--- src/rtl/ram_access_arbiter.sv ---
// Two-master arbiter for the shared data RAM: CPU sequencer (requester 0) and port DMA (requester 1).
// Grants one transfer at a time, drives registered RAM strobes with programmable wait states, returns a one-cycle ACK.
//
// state  | meaning
// IDLE   | sampling REQ0/REQ1, strobes low
// ACCESS | RAM strobes held, wait counter running down
// DONE   | ACK pulse to winner, grant still held
module ram_access_arbiter #(
  parameter int AW          = 7,
  parameter int DW          = 8,
  parameter int WAIT_STATES = 1,
  parameter int FIXED_PRIO  = 0
) (
  input  logic          CLOCK,
  input  logic          RESET,
  input  logic          REQ0,
  input  logic          REQ1,
  input  logic          WE0,
  input  logic          WE1,
  input  logic [AW-1:0] ADDR0,
  input  logic [AW-1:0] ADDR1,
  input  logic [DW-1:0] WDATA0,
  input  logic [DW-1:0] WDATA1,
  output logic          ACK0,
  output logic          ACK1,
  output logic          GNT0,
  output logic          GNT1,
  output logic [DW-1:0] RDATA,
  output logic          BUSY,
  output logic          RAM_CS,
  output logic          RAM_OE,
  output logic          RAM_WE,
  output logic [AW-1:0] RAM_ADDR,
  output logic [DW-1:0] RAM_WDATA,
  input  logic [DW-1:0] RAM_RDATA
);

  typedef enum logic [1:0] {IDLE, ACCESS, DONE} state_t;

  state_t        state_q, state_d;
  logic          prio_q, prio_d;
  logic [3:0]    cnt_q, cnt_d;
  logic          gnt0_q, gnt0_d, gnt1_q, gnt1_d;
  logic          ack0_q, ack0_d, ack1_q, ack1_d;
  logic [DW-1:0] rdata_q, rdata_d;
  logic          ram_cs_q, ram_cs_d, ram_oe_q, ram_oe_d, ram_we_q, ram_we_d;
  logic [AW-1:0] ram_addr_q, ram_addr_d;
  logic [DW-1:0] ram_wdata_q, ram_wdata_d;
  logic          win0;
  logic          we_sel;

  always_comb begin
    state_d     = state_q;
    prio_d      = prio_q;
    cnt_d       = cnt_q;
    gnt0_d      = gnt0_q;
    gnt1_d      = gnt1_q;
    ack0_d      = 1'b0;
    ack1_d      = 1'b0;
    rdata_d     = rdata_q;
    ram_cs_d    = ram_cs_q;
    ram_oe_d    = ram_oe_q;
    ram_we_d    = ram_we_q;
    ram_addr_d  = ram_addr_q;
    ram_wdata_d = ram_wdata_q;
    // requester 0 wins when alone, under fixed priority, or when it holds the round-robin token
    win0   = REQ0 && (!REQ1 || (FIXED_PRIO != 0) || !prio_q);
    we_sel = win0 ? WE0 : WE1;
    case (state_q)
      IDLE: begin
        if (REQ0 || REQ1) begin
          gnt0_d      = win0;
          gnt1_d      = !win0;
          ram_addr_d  = win0 ? ADDR0 : ADDR1;
          ram_wdata_d = win0 ? WDATA0 : WDATA1;
          ram_cs_d    = 1'b1;
          ram_oe_d    = !we_sel;
          ram_we_d    = we_sel;
          cnt_d       = 4'(WAIT_STATES);
          prio_d      = win0;
          state_d     = ACCESS;
        end
      end
      ACCESS: begin
        if (cnt_q != 4'd0) begin
          cnt_d = cnt_q - 4'd1;
        end else begin
          if (ram_oe_q) rdata_d = RAM_RDATA;
          ram_cs_d = 1'b0;
          ram_oe_d = 1'b0;
          ram_we_d = 1'b0;
          ack0_d   = gnt0_q;
          ack1_d   = gnt1_q;
          state_d  = DONE;
        end
      end
      DONE: begin
        gnt0_d  = 1'b0;
        gnt1_d  = 1'b0;
        state_d = IDLE;
      end
      default: state_d = IDLE;
    endcase
  end

  always_ff @(posedge CLOCK or negedge RESET) begin
    if (!RESET) begin
      state_q     <= IDLE;
      prio_q      <= 1'b0;
      cnt_q       <= 4'd0;
      gnt0_q      <= 1'b0;
      gnt1_q      <= 1'b0;
      ack0_q      <= 1'b0;
      ack1_q      <= 1'b0;
      rdata_q     <= '0;
      ram_cs_q    <= 1'b0;
      ram_oe_q    <= 1'b0;
      ram_we_q    <= 1'b0;
      ram_addr_q  <= '0;
      ram_wdata_q <= '0;
    end else begin
      state_q     <= state_d;
      prio_q      <= prio_d;
      cnt_q       <= cnt_d;
      gnt0_q      <= gnt0_d;
      gnt1_q      <= gnt1_d;
      ack0_q      <= ack0_d;
      ack1_q      <= ack1_d;
      rdata_q     <= rdata_d;
      ram_cs_q    <= ram_cs_d;
      ram_oe_q    <= ram_oe_d;
      ram_we_q    <= ram_we_d;
      ram_addr_q  <= ram_addr_d;
      ram_wdata_q <= ram_wdata_d;
    end
  end

  assign ACK0      = ack0_q;
  assign ACK1      = ack1_q;
  assign GNT0      = gnt0_q;
  assign GNT1      = gnt1_q;
  assign RDATA     = rdata_q;
  assign BUSY      = (state_q != IDLE);
  assign RAM_CS    = ram_cs_q;
  assign RAM_OE    = ram_oe_q;
  assign RAM_WE    = ram_we_q;
  assign RAM_ADDR  = ram_addr_q;
  assign RAM_WDATA = ram_wdata_q;

endmodule
--- config.mk ---
export PLATFORM = sky130hd
export DESIGN_NAME = ram_access_arbiter
export DESIGN_NICKNAME = d
export VERILOG_FILES = /design/src/rtl/ram_access_arbiter.sv
export SDC_FILE = /design/constraint.sdc
export NUM_CORES = 1
export LEC_CHECK = 0
export BUFFER_PORTS_ARGS = -buffer_cell sky130_fd_sc_hd__buf_2
export CORE_ASPECT_RATIO = 1.5
export CORE_MARGIN = 2
export CORE_UTILIZATION = 41
export CTS_CLUSTER_DIAMETER = 40
export CTS_CLUSTER_SIZE = 30
export DETAILED_ROUTE_END_ITERATION = 8
export PLACE_DENSITY = 0.78
export SYNTH_ARGS = -nofsm -noshare
export SYNTH_HDL_FRONTEND = slang
export SYNTH_SLANG_ARGS = --single-unit
--- constraint.sdc ---
create_clock -name CLOCK -period 2.05 [get_ports CLOCK]
set_clock_uncertainty 0.1 [all_clocks]
set_input_delay 0.1025 -clock CLOCK [delete_from_list [all_inputs] [get_ports CLOCK]]
set_output_delay 0.1025 -clock CLOCK [all_outputs]
set_load 0.05 [all_outputs]
Yosys cells after proc, flatten, opt, wreduce, memory -nomap -nowiden
Index checks and enable logic that the tools add are counted.
Storage, ports and cells
  output and inout bits: 31
  input port bits: 44
  word-level logic and storage cells: 62
  bits in registers: 37
Cells by class
  reductions and logical operators: 18
  equality and inequality tests: 5
  add/sub/neg operators: 1
  muxes and demuxes: 24
  bitwise gates (word level): 1
Operators with widths (count)
  1-bit two-way mux: 11
  1-bit case mux with 2 select lines: 5
  3-bit AND reduction: 3
  4-bit two-way mux: 2
  8-bit two-way mux: 1
  4-bit case mux with 2 select lines: 1
  7-bit two-way mux: 1
  2-bit != test, second input constant: 3
  2-bit AND reduction: 3
  2-bit nonzero test: 3
  1-bit zero test: 4
  2-bit two-way mux: 2
  2-bit case mux with 2 select lines: 1
  4-bit nonzero test: 1
  4-bit by 1-bit subtractor with 4-bit output, second input constant: 1
  2-bit by 1-bit == test with 1-bit output, second input constant: 1
  2-bit == test, second input constant: 1
  2-bit zero test: 1
  1-bit logical OR: 2
  1-bit logical AND: 1
  1-bit inverter: 1

Logic depth before layout (Yosys ltp)
  word-level depth: 7
  gate-level depth with buffers: 6
  gate-level depth less buffers: 5

Worst setup path after synthesis
No wires, ideal clock.
  path kind: flip-flop to flip-flop
  from: reg state_q[0]
  to: reg ram_addr_q[2], in the netlist RAM_ADDR[2]
  setup time: 126 ps
  cell stages (with the launch flop): 6
  arrival: 1604 ps
  required time: 1824 ps
  setup slack: 220 ps
  path buffers: 2
  cells stage by stage: dfrtp_1 -> or2_1 -> buf_6 -> clkbuf_1 -> nor3_1 -> a221o_1
Between the ends
  longest elaborated chain between the ends: 2
Ends and longest elaborated chain
  start: declaration: line 40  | state_t state_q, state_d;
  start signal: assignment: line 122  | state_q <= state_d;
  2-bit zero test: line 69  | case (state_q)
  2-bit AND reduction (no line)
  end signal: assignment: line 133  | ram_addr_q <= ram_addr_d;
  end: declaration: line 47  | logic [AW-1:0] ram_addr_q, ram_addr_d;
Every way passes these cells.
A chain may end at the register's enable or synchronous reset.

Worst setup path after layout
  from: reg cnt_q[0]
  to: reg rdata_q[2], in the netlist RDATA[2]
Between the ends
  longest elaborated chain between the ends: 3
Ends and longest elaborated chain
  start: declaration: line 42  | logic [3:0] cnt_q, cnt_d;
  start signal: assignment: line 124  | cnt_q <= cnt_d;
  4-bit nonzero test: line 85  | if (cnt_q != 4'd0) begin
  1-bit inverter (no line)
  3-bit AND reduction (no line)
  end signal: assignment: line 129  | rdata_q <= rdata_d;
  end: declaration: line 45  | logic [DW-1:0] rdata_q, rdata_d;
Every way passes these cells.

==> out/results.txt <==
run status -> finished clean
most common cell after layout, fill and taps aside -> buf_2
# IOs -> 75
slowest CP cell -> nor3b_1
clk sinks -> 37
cell count after synthesis -> 145
Die W -> 55.9 µm
die area -> 4580 µm²
CTS tree -> done
CP cell instances -> inv_1 -> ha_1 -> nor3b_1 -> nand3_2 -> mux2_2
static leakage -> 1.21 nW
Critical Path AT -> 2010 ps
global route overflow -> 0
CTS clk-pin slew, worst paths -> 60 ps
clock power share -> 0.116
RR Endpoint -> RDATA[2]
Setup crit end kind -> flip-flop
share of the synthesized area in the top cell type -> 0.559
GRT Util Overall -> 0.194
most frequent cells in the layout -> 74 x buf_2, 37 x dfrtp_1, 24 x dlygate4sd3_1, 20 x inv_1, 16 x nor3_1
Flop pwr share -> 0.310
Final TNS setup -> 0 ps
Avg WL per Cell -> 14.7 µm
Die Ht -> 81.9 µm
Ys Warns -> 0
switching part of the total -> 0.512
first-pass GRT wire length -> 6720 µm
DRC viols -> 0
worst skew pair latency -> 290 ps
reg2reg path depth -> 5
Slew @ Worst Pin -> 800 ps
WL final -> 4280 µm
crit share post-route -> 0.944
final weighted congestion in routability-driven placement -> 0.833
switching pwr -> 2.13 mW
clock buffer depth -> 2
post-DP HPWL -> 2990 µm
# fillers -> 322
initial antenna violation count -> 0
reg2reg start -> cnt_q[0]
Tot Pwr -> 4.17 mW
syn avg cell area -> 11.4 µm²
nets -> 291
postcts setup bufs -> 0
leading area contributor after synthesis -> dfrtp_1
syn_nets -> 191
flop2flop setup slack -> 110 ps
Starting Density -> 0.422
CP Launch Type -> flip-flop
Vias per Instance -> 5.12
Synth Cell Area -> 1660 µm²
FMAX -> 0.517 GHz
I/O Buffers -> 74
DP Area -> 2050 µm²
P&R area growth vs syn -> 43.5%
worst hold stages -> 3
share of cells above drive strength 1 -> 0.390
dominant cells by area after synthesis -> dfrtp_1 56%, a221o_1 9.1%, mux2_2 6.8%, nor3_1 4.8%, inv_1 4.5%
pin count of the biggest net entering global routing -> 38
Yosys reg bits -> 37
Worst Min Path Start -> WE1
DRT Pass-1 Iters -> 4
Finished Cell Area -> 2380 µm²
crit path max fanout -> 8
clk root buf -> clkbuf_8
vias in the first global route -> 1,442
Internal -> 2.04 mW
Slew HR -> 0.467
Iteration-0 DRC Markers -> 54
Worst Path Class, Setup -> flip-flop to flip-flop
Seq/Total Area, Yosys -> 0.559
H-tree lvl count -> 2
fin crit period -> 1940 ps
VDD IR-drop max -> 0.00110 V
pwr dens -> 1750 nW/µm²
Hold Crit Class -> primary input to flip-flop
max-slew violations -> 0
Critical Path RT -> 2120 ps
Core Box Area -> 3920 µm²
Hold WS -> 42.0 ps
final hold violations -> 0
Synth cell types -> 32
CP peak stage delay -> 450 ps
combinational share of power -> 0.573
Worst Hold End -> RAM_OE
final setup violation count -> 0
Post-DRT Antenna Nets -> 0
site row count -> 28
via count -> 1,491
clock buffer count from CTS -> 5
antenna diode count -> 0
Max Cap Violations -> 0
==> logic make-up (layout without fill, tap and decap cells) <==
family,Yosys count,in the layout,synth area share
buf+inv,28,129,0.0778
flops,37,37,0.559
simple gates,36,36,0.118
fa+ha+maj,2,2,0.0151
mux,11,11,0.0740
compound gates,31,31,0.156
==> power groups by stage <==
stage	Sequential [mW]	Combinational, mW	Clock (mW)
2_1_floorplan	2.25	0.886	0
3_3_place_gp	1.29	2.33	0
3_5_place_dp	1.30	2.36	0
4_1_cts	1.29	2.39	0.501
5_1_grt	1.33	2.54	0.534
6_report	1.29	2.39	0.485
==> stage by stage <==
step / setup WS, ps / instances / util
detailed placement: 58.0 / 259 / 0.523
floorplan: 220 / 145 / -
finish: 114 / 291 / 0.606
global placement: 167 / 259 / 0.523
global route: -22.8 / 291 / 0.606
CTS: 44.1 / 291 / 0.605
==> synthesized netlist by cell type <==
cell / instances
dfrtp_1: 37
inv_1: 20
nor3_1: 16
a221o_1: 15
mux2_2: 10
o21ai_0: 6
nor2_1: 4
buf_6: 3
clkbuf_1: 3
nand3_1: 3
ha_1: 2
nand2_1: 2
nor2b_1: 2
o22ai_1: 2
o2bb2ai_1: 2
or2_1: 2
a21bo_2: 1
a21oi_1: 1
a22o_1: 1
a2bb2oi_1: 1
and3_1: 1
buf_1: 1
buf_2: 1
mux2i_1: 1
nand2b_1: 1
nor3_2: 1
nor3b_1: 1
o21a_1: 1
o32ai_1: 1
or3_1: 1
or3b_2: 1
or4_1: 1
==> sequential cells by signal (all words and copies together), names as in the netlist <==
signal,cells
state_q,2
prio_q,1
RAM_WE,1
RAM_CS,1
ACK0,1
ACK1,1
GNT1,1
RAM_ADDR,7
cnt_q,4
RAM_OE,1
GNT0,1
RAM_WDATA,8
RDATA,8
==> worst max path at each step <==
stage | startpoint | endpoint | cells past startpoint
2_1_floorplan | state_q[0] | RAM_ADDR[2] | 5
3_3_place_gp | cnt_q[0] | RDATA[0] | 5
3_5_place_dp | cnt_q[0] | RDATA[2] | 5
4_1_cts | cnt_q[0] | RDATA[2] | 5
5_1_grt | cnt_q[0] | RDATA[4] | 5
6_report | cnt_q[0] | RDATA[2] | 5
==> timing repair <==
action | CTS | global route
setup endpoints to repair | 0 | 8
gates resized for setup | 0 | 1
hold buffers | 24 | 0
hold endpoints to repair | 60 | 0
==> routing by layer <==
metal | vias to the layer above | share of wire | GRT usage
li1 | 715 | - | -
met3 | 11 | 0.048 | 0.0488
met1 | 716 | 0.38 | 0.210
met5 | - | 0 | 0
met4 | 0 | 0.022 | 0.0929
met2 | 49 | 0.55 | 0.356
==> critical path, delay by kind of cell, from the launching register on <==
family / cells / cell delay [ps]
flops: 1 / 400
fa+ha+maj: 1 / 160
mux: 1 / 340
simple gates: 2 / 730
buf+inv: 1 / 90
==> cell type report <==
cell class,count,area [µm²],share of cell area
flip-flops and latches,37,926,0.389
repair buffers,101,633,0.266
multi-input cells,80,607,0.255
clock buffers,8,80.1,0.0337
inverters,20,75.1,0.0316
well taps,45,56.3,0.0237
Power figures use the tool's default switching activity.
